--- src/rtl/apb_master_arb.sv ---
// Two-requester round-robin arbiter driving a single APB master port.
// Optional ACCESS-phase timeout is compiled in with `define APB_TIMEOUT_EN.
module apb_master_arb #(
  parameter int ADDR_W      = 32,
  parameter int DATA_W      = 32,
  parameter int TIMEOUT_CYC = 16
) (
  input  logic                pclk,
  input  logic                preset,
  input  logic [1:0]          req_valid,
  input  logic [1:0]          req_write,
  input  logic [2*ADDR_W-1:0] req_addr,
  input  logic [2*DATA_W-1:0] req_wdata,
  output logic [1:0]          rsp_done,
  output logic [DATA_W-1:0]   rsp_rdata,
  output logic                rsp_err,
  output logic                busy,
  output logic                psel,
  output logic                penable,
  output logic                pwrite,
  output logic [ADDR_W-1:0]   paddr,
  output logic [DATA_W-1:0]   pwdata,
  input  logic [DATA_W-1:0]   prdata,
  input  logic                pready,
  input  logic                pslverr
);

  typedef enum logic [1:0] {
    S_IDLE   = 2'd0,
    S_SETUP  = 2'd1,
    S_ACCESS = 2'd2
  } state_t;

  generate
    if (TIMEOUT_CYC < 1) begin : g_bad_cfg
      $error("apb_master_arb: TIMEOUT_CYC must be at least 1");
    end
  endgenerate

  state_t              state_q, state_d;
  logic                grant_q, grant_d;
  logic                last_q, last_d;
  logic                pwrite_q, pwrite_d;
  logic [ADDR_W-1:0]   paddr_q, paddr_d;
  logic [DATA_W-1:0]   pwdata_q, pwdata_d;
  logic                win;
  logic                timeout;

  // last_q is the most recent winner; requester 1 wins only if it is alone
  // or requester 0 won last time.
  assign win = req_valid[1] & (~req_valid[0] | ~last_q);

`ifdef APB_TIMEOUT_EN
  localparam int TMO_W = $clog2(TIMEOUT_CYC + 1);
  logic [TMO_W-1:0] tmo_q, tmo_d;

  assign timeout = (state_q == S_ACCESS) && !pready &&
                   (tmo_q == TMO_W'(TIMEOUT_CYC - 1));
`else
  assign timeout = 1'b0;
`endif

  always_comb begin
    state_d   = state_q;
    grant_d   = grant_q;
    last_d    = last_q;
    pwrite_d  = pwrite_q;
    paddr_d   = paddr_q;
    pwdata_d  = pwdata_q;
    rsp_done  = 2'b00;
    rsp_rdata = '0;
    rsp_err   = 1'b0;
`ifdef APB_TIMEOUT_EN
    tmo_d     = tmo_q;
`endif
    case (state_q)
      S_IDLE: begin
        if (|req_valid) begin
          state_d  = S_SETUP;
          grant_d  = win;
          last_d   = win;
          pwrite_d = win ? req_write[1] : req_write[0];
          paddr_d  = win ? req_addr[2*ADDR_W-1:ADDR_W] : req_addr[ADDR_W-1:0];
          pwdata_d = win ? req_wdata[2*DATA_W-1:DATA_W] : req_wdata[DATA_W-1:0];
        end
      end
      S_SETUP: begin
        state_d = S_ACCESS;
`ifdef APB_TIMEOUT_EN
        tmo_d   = '0;
`endif
      end
      S_ACCESS: begin
        if (pready || timeout) begin
          state_d   = S_IDLE;
          rsp_done  = grant_q ? 2'b10 : 2'b01;
          rsp_err   = pready ? pslverr : 1'b1;
          rsp_rdata = (pready && !pwrite_q) ? prdata : '0;
        end else begin
`ifdef APB_TIMEOUT_EN
          tmo_d = tmo_q + 1'b1;
`endif
        end
      end
      default: state_d = S_IDLE;
    endcase
  end

  always_ff @(posedge pclk or posedge preset) begin
    if (preset) begin
      state_q  <= S_IDLE;
      grant_q  <= 1'b0;
      last_q   <= 1'b1;
      pwrite_q <= 1'b0;
      paddr_q  <= '0;
      pwdata_q <= '0;
`ifdef APB_TIMEOUT_EN
      tmo_q    <= '0;
`endif
    end else begin
      state_q  <= state_d;
      grant_q  <= grant_d;
      last_q   <= last_d;
      pwrite_q <= pwrite_d;
      paddr_q  <= paddr_d;
      pwdata_q <= pwdata_d;
`ifdef APB_TIMEOUT_EN
      tmo_q    <= tmo_d;
`endif
    end
  end

  assign busy    = (state_q != S_IDLE);
  assign psel    = (state_q != S_IDLE);
  assign penable = (state_q == S_ACCESS);
  assign pwrite  = pwrite_q;
  assign paddr   = paddr_q;
  assign pwdata  = pwdata_q;

endmodule

--- config.mk ---
export PLATFORM = sky130hd
export DESIGN_NAME = apb_master_arb
export DESIGN_NICKNAME = d
export VERILOG_FILES = /design/src/rtl/apb_master_arb.sv
export SDC_FILE = /design/constraint.sdc
export NUM_CORES = 1
export LEC_CHECK = 0
export ABC_AREA = 0
export ABC_CLOCK_PERIOD_IN_PS = 2200
export CORE_ASPECT_RATIO = 0.9
export CORE_MARGIN = 10
export CORE_UTILIZATION = 32
export DETAILED_ROUTE_END_ITERATION = 12
export PLACE_DENSITY = 0.77
export SLEW_MARGIN = 30
export SYNTH_ARGS = -nofsm -noshare
export SYNTH_HDL_FRONTEND = slang
export SYNTH_SLANG_ARGS = --single-unit
--- constraint.sdc ---
create_clock -name pclk -period 2.2 [get_ports pclk]
set_input_delay 0.44 -clock pclk [delete_from_list [all_inputs] [get_ports pclk]]
set_output_delay 0.44 -clock pclk [all_outputs]
set_load 0.03 [all_outputs]
* Word level (Yosys, flattened, before mapping)
Cells that the tools add are included.
Storage, ports and cells: register bits after elaboration 69, output and inout port bits 103, word-level logic and storage cells 35
Operators by class: equality and inequality tests 4, muxes and demuxes 14, bitwise operators 4, reduce and logical (&&, ||, !) cells 7
Operator list (count):
- two-way mux 32 bit | 5
- two-way mux 2 bit | 5
- one-hot mux 2 bit (3 select lines) | 1
- AND reduction 2 bit | 2
- two-way mux 1 bit | 3
- == test 2 x 1 -> 1 bit, second input constant | 1
- == test 2 bit, second input constant | 1
- zero test 2 bit | 1
- != test 2 x 1 -> 1 bit, second input constant | 1
- != test 2 bit, second input constant | 1
- NOT 1 bit | 2
- nonzero test 2 bit | 1
- OR reduction 2 bit | 1
- AND 1 bit | 1
- logical AND 1 bit | 1
- zero test 1 bit | 1
- OR 1 bit | 1

* Longest topological paths before layout
depth in word-level cells 5, mapped depth 5

* Worst setup path after synthesis
No wires, ideal clock.
path type register to output, from register state_q[0], to output port rsp_rdata[0], data arrival time 1298 ps, required time 1760 ps, setup slack 462 ps, stages on the path, launching flop included 5, buffers on the path 1, cell sequence dfrtp_1 > nand3b_1 > nor2_1 > clkbuf_1 > and2_1
Between the ends: cells in the longest elaborated chain, start to end 2
Ends and longest elaborated chain:
- from (decl) | RTL line 40 | state_t state_q, state_d;
- from (signal assigned) | RTL line 121 | state_q <= state_d;
- == test 2 bit | RTL line 76 | case (state_q)
- two-way mux 32 bit | RTL line 76
- to (decl) | RTL line 15 | output logic [DATA_W-1:0] rsp_rdata,
Every way passes these cells.

* Worst setup path in the final report
from input port pready, to output port rsp_rdata[14]
Between the ends: cells in the longest elaborated chain, start to end 4
Ends and longest elaborated chain:
- from (decl) | RTL line 24 | input logic pready,
- logical AND 1 bit | RTL line 98 | rsp_rdata = (pready && !pwrite_q) ? prdata : '0;
- two-way mux 32 bit | RTL line 98
- two-way mux 32 bit * | RTL line 94 | if (pready || timeout) begin
- two-way mux 32 bit * | RTL line 76
Every way passes the cells marked *; elsewhere a longest branch is shown, timed or not.

==> flow_summary.yaml <==
worst_setup_path:
  worstSetupStartpoint: "pready"
  crit_path_buffers_inverters: 3
  worstSetupPathType: "in2out"
  critical_path_peak_fanout: 16
  worst_setup_path_start_kind: "primary input"
  r2r.worst_path.cells: 4
  cp_common_cell: "buf_4"
  critical_path.top_delay_family: "buffers and inverters"
  critical_path.cell_chain: "clkdlybuf4s50_1, nand3b_1, nor2_2, buf_4, and2_1, buf_4"
  critical_path_arrival_ps: 1730
  r2r_end: "paddr[27]"
  worstSetupEndpointType: "primary output"
  critical-path-max-stage-delay_ps: 490
  worst-endpoint-required_ps: 1760
  setup.worst_path.end: "rsp_rdata[14]"
  worstReg2RegStart: "last_q"
  critical_path_depth: 6
  slack_of_the_worst_reg_to_reg_path_ps: 480
  slowest_stage: "clkdlybuf4s50_1"
clock_network:
  clk_latency_ps: 320
  cts.repair.resized: 0
  clock-sinks: 69
  root_buffer_selected_by_cts: "clkbuf_16"
  cts_max_level: 3
  cts_buffer_depth: 2
  tritoncts: "yes"
  path_clk_slew_ps: 50
  hold_buffers: 0
  buffers_inserted_during_post_cts_setup_optimization: 0
  number_of_buffers_created_by_cts: 9
die:
  coreArea_um2: 12000
  ioPinCount: 271
  die_area_um2: 17000
  start_util_pct: 32.5
  floorplan.die.height_um: 125
  placementRows: 38
  fp.dieW_um: 136
sta:
  hold_violation_count_in_the_final_report: 0
  skew_ps: 5.78
  relSlewSlack_pct: 68.8
  fin_crit_ps: 2170
  period_share_pct: 98.8
  final_critical_path_setup_slack_ps: 25.9
  rsz0062_at_grt: "true"
  worst_tran_pin_value_ps: 469
  finalSetupViolCount: 0
  achievable-frequency_ghz: 0.460
  final_max_slew_viol_count: 0
routing:
  post-route-drc-count: 0
  antenna_violating_nets_post_route: 0
  post_drt_via_cell_ratio: 4.41
  postRouteWirelength_um: 13700
  dr_total_vias: 3117
  detailedRoute.firstPassIterationCount: 4
  first_iter_violations: 73
  wire_per_inst_um: 19.4
pwr:
  vdd_drop_max_uv: 670
  p_leak_uw: 0.00312
  total_power_uw: 9240
  power_density_nw_per_um2: 1300
placement:
  buffer_ports.inserted: 270
  post-dp-hpwl_um: 11300
  dp_slack_ps: -3.20
  place.gp.congestion: 0.869
  numPlacedInstances: 690
finish:
  layout-drive-gt1-share_pct: 36.7
  flow.area_growth_from_synthesis_pct: 82.0
  final_core_utilization_pct: 59.2
  num_antenna_cells: 0
  final.fill_count: 1005
  finish.net_count: 710
  layout.cells.non_filler: 707
synth:
  synthesis.instances: 266
  postSynthNetCount: 434
  postSynthAreaPerCell_um2: 14.7
  yosys.cell_types.count: 21
  synth.cell_area_um2: 3900
  synth-seq-cells: 69
  ys_seq_area_share_pct: 44.3
  number_of_warnings_reported_in_the_yosys_synthesis_log: 0
global_routing:
  pin_count_of_the_biggest_net_entering_global_routing: 38
  antenna_found_initial: 0
  grt.overflow.total: 0
  first_global_vias: 3500
  total_track_usage_pct: 15.4
  grt_first_pass_wirelength_um: 20700
hold_path:
  worst_hold_path_type: "reg2reg"
outcome:
  run_status: "finished clean"
job:
  drv_cap: 0
kinds of logic (layout without fill, tap and decap cells):
kind of cell	Yosys count	in the layout	share of synthesized area [%]
AO/OA/AOI/OAI	5	5	0.899
buffers and inverters	21	302	3.63
AND/OR/NAND/NOR	40	40	6.20
flip-flops	69	69	44.3
multiplexers	131	131	44.9
worst min path at each step:
| stage | endpoint | start | cells past startpoint | slack (ps) |
|---|---|---|---|---|
| final | paddr[28] | paddr[28] | 1 | 500 |
| after global routing | paddr[11] | paddr[11] | 1 | 510 |
| after CTS | paddr[28] | paddr[28] | 1 | 510 |
| after detailed placement | pwdata[8] | pwdata[8] | 1 | 490 |
| after global placement | paddr[22] | paddr[22] | 1 | 490 |
| after floorplan | state_q[1] | state_q[0] | 1 | 480 |
synthesized netlist by cell type:
| cell | count | share of area [%] |
|---|---|---|
| clkbuf_1 | 3 | 0.29 |
| buf_6 | 5 | 1.4 |
| nand3b_1 | 1 | 0.19 |
| mux2i_1 | 1 | 0.26 |
| o22ai_1 | 1 | 0.16 |
| dfstp_2 | 1 | 0.67 |
| nor2b_1 | 1 | 0.16 |
| mux2_4 | 74 | 29 |
| and3_1 | 1 | 0.16 |
| o21a_1 | 1 | 0.19 |
| buf_2 | 5 | 0.64 |
| nand2b_1 | 1 | 0.16 |
| inv_1 | 3 | 0.29 |
| nor2_1 | 4 | 0.39 |
| buf_4 | 5 | 0.96 |
| a31oi_1 | 1 | 0.16 |
| dfrtp_1 | 68 | 44 |
| mux2_2 | 56 | 16 |
| a21bo_2 | 1 | 0.26 |
| a21oi_1 | 1 | 0.13 |
| and2_1 | 32 | 5.1 |
layout by cell type, fill, tap and decap left out, drive strengths merged:
| cell type | n |
|---|---|
| clkdlybuf4s50 | 235 |
| mux2 | 130 |
| dfrtp | 68 |
| buf | 48 |
| and2 | 32 |
| clkbuf | 9 |
| inv | 5 |
| nor2 | 4 |
| clkinv | 2 |
| clkinvlp | 2 |
| a21bo | 1 |
| o21a | 1 |
| nand3b | 1 |
| nor2b | 1 |
| and3 | 1 |
| a21oi | 1 |
| a31oi | 1 |
| o22ai | 1 |
| nand2b | 1 |
| mux2i | 1 |
| bufinv | 1 |
| dfstp | 1 |
flip-flops by register name, summed over array words and instances, names as in the netlist:
register,flops
grant_q,1
last_q,1
paddr,32
pwdata,32
pwrite,1
state_q,2
stage by stage:
stage | setup TNS [ps] | cell area (um2) | hold WS, ps
5_1_grt | -404 | 7090 | 511
6_report | 0 | 7090 | 502
3_5_place_dp | -3.20 | 6770 | 491
4_1_cts | 0 | 7070 | 507
3_3_place_gp | 0 | 6770 | 489
2_1_floorplan | 0 | 3900 | 485
power breakdown:
| group | internal (uW) | switching [uW] | total [uW] |
|---|---|---|---|
| combinational | 2820 | 2670 | 5490 |
| clock | 881 | 552 | 1430 |
| sequential | 1940 | 374 | 2320 |
final cells by class:
type / instances / area [um2] / area share (%)
sequential: 69 / 1730 / 24.4
multi-input combinational: 176 / 2050 / 28.9
tap: 160 / 200 / 2.82
clock buffer: 9 / 225 / 3.17
timing repair buffer: 283 / 2810 / 39.6
clock inverter: 7 / 72.6 / 1.02
inverter: 3 / 11.3 / 0.159
layer usage:
metal  part of all wire [%]  vias to the layer above  wire, um  GRT usage (%)
met4                   0.38                        0        52           2.25
met1                     40                     1469      5500           17.1
li1                       -                     1485         -              -
met3                    9.0                        7      1230           6.33
met5                      0                        -         0              0
met2                     50                      156      6910           27.2
Note: power is estimated with default switching activity, not from simulation.
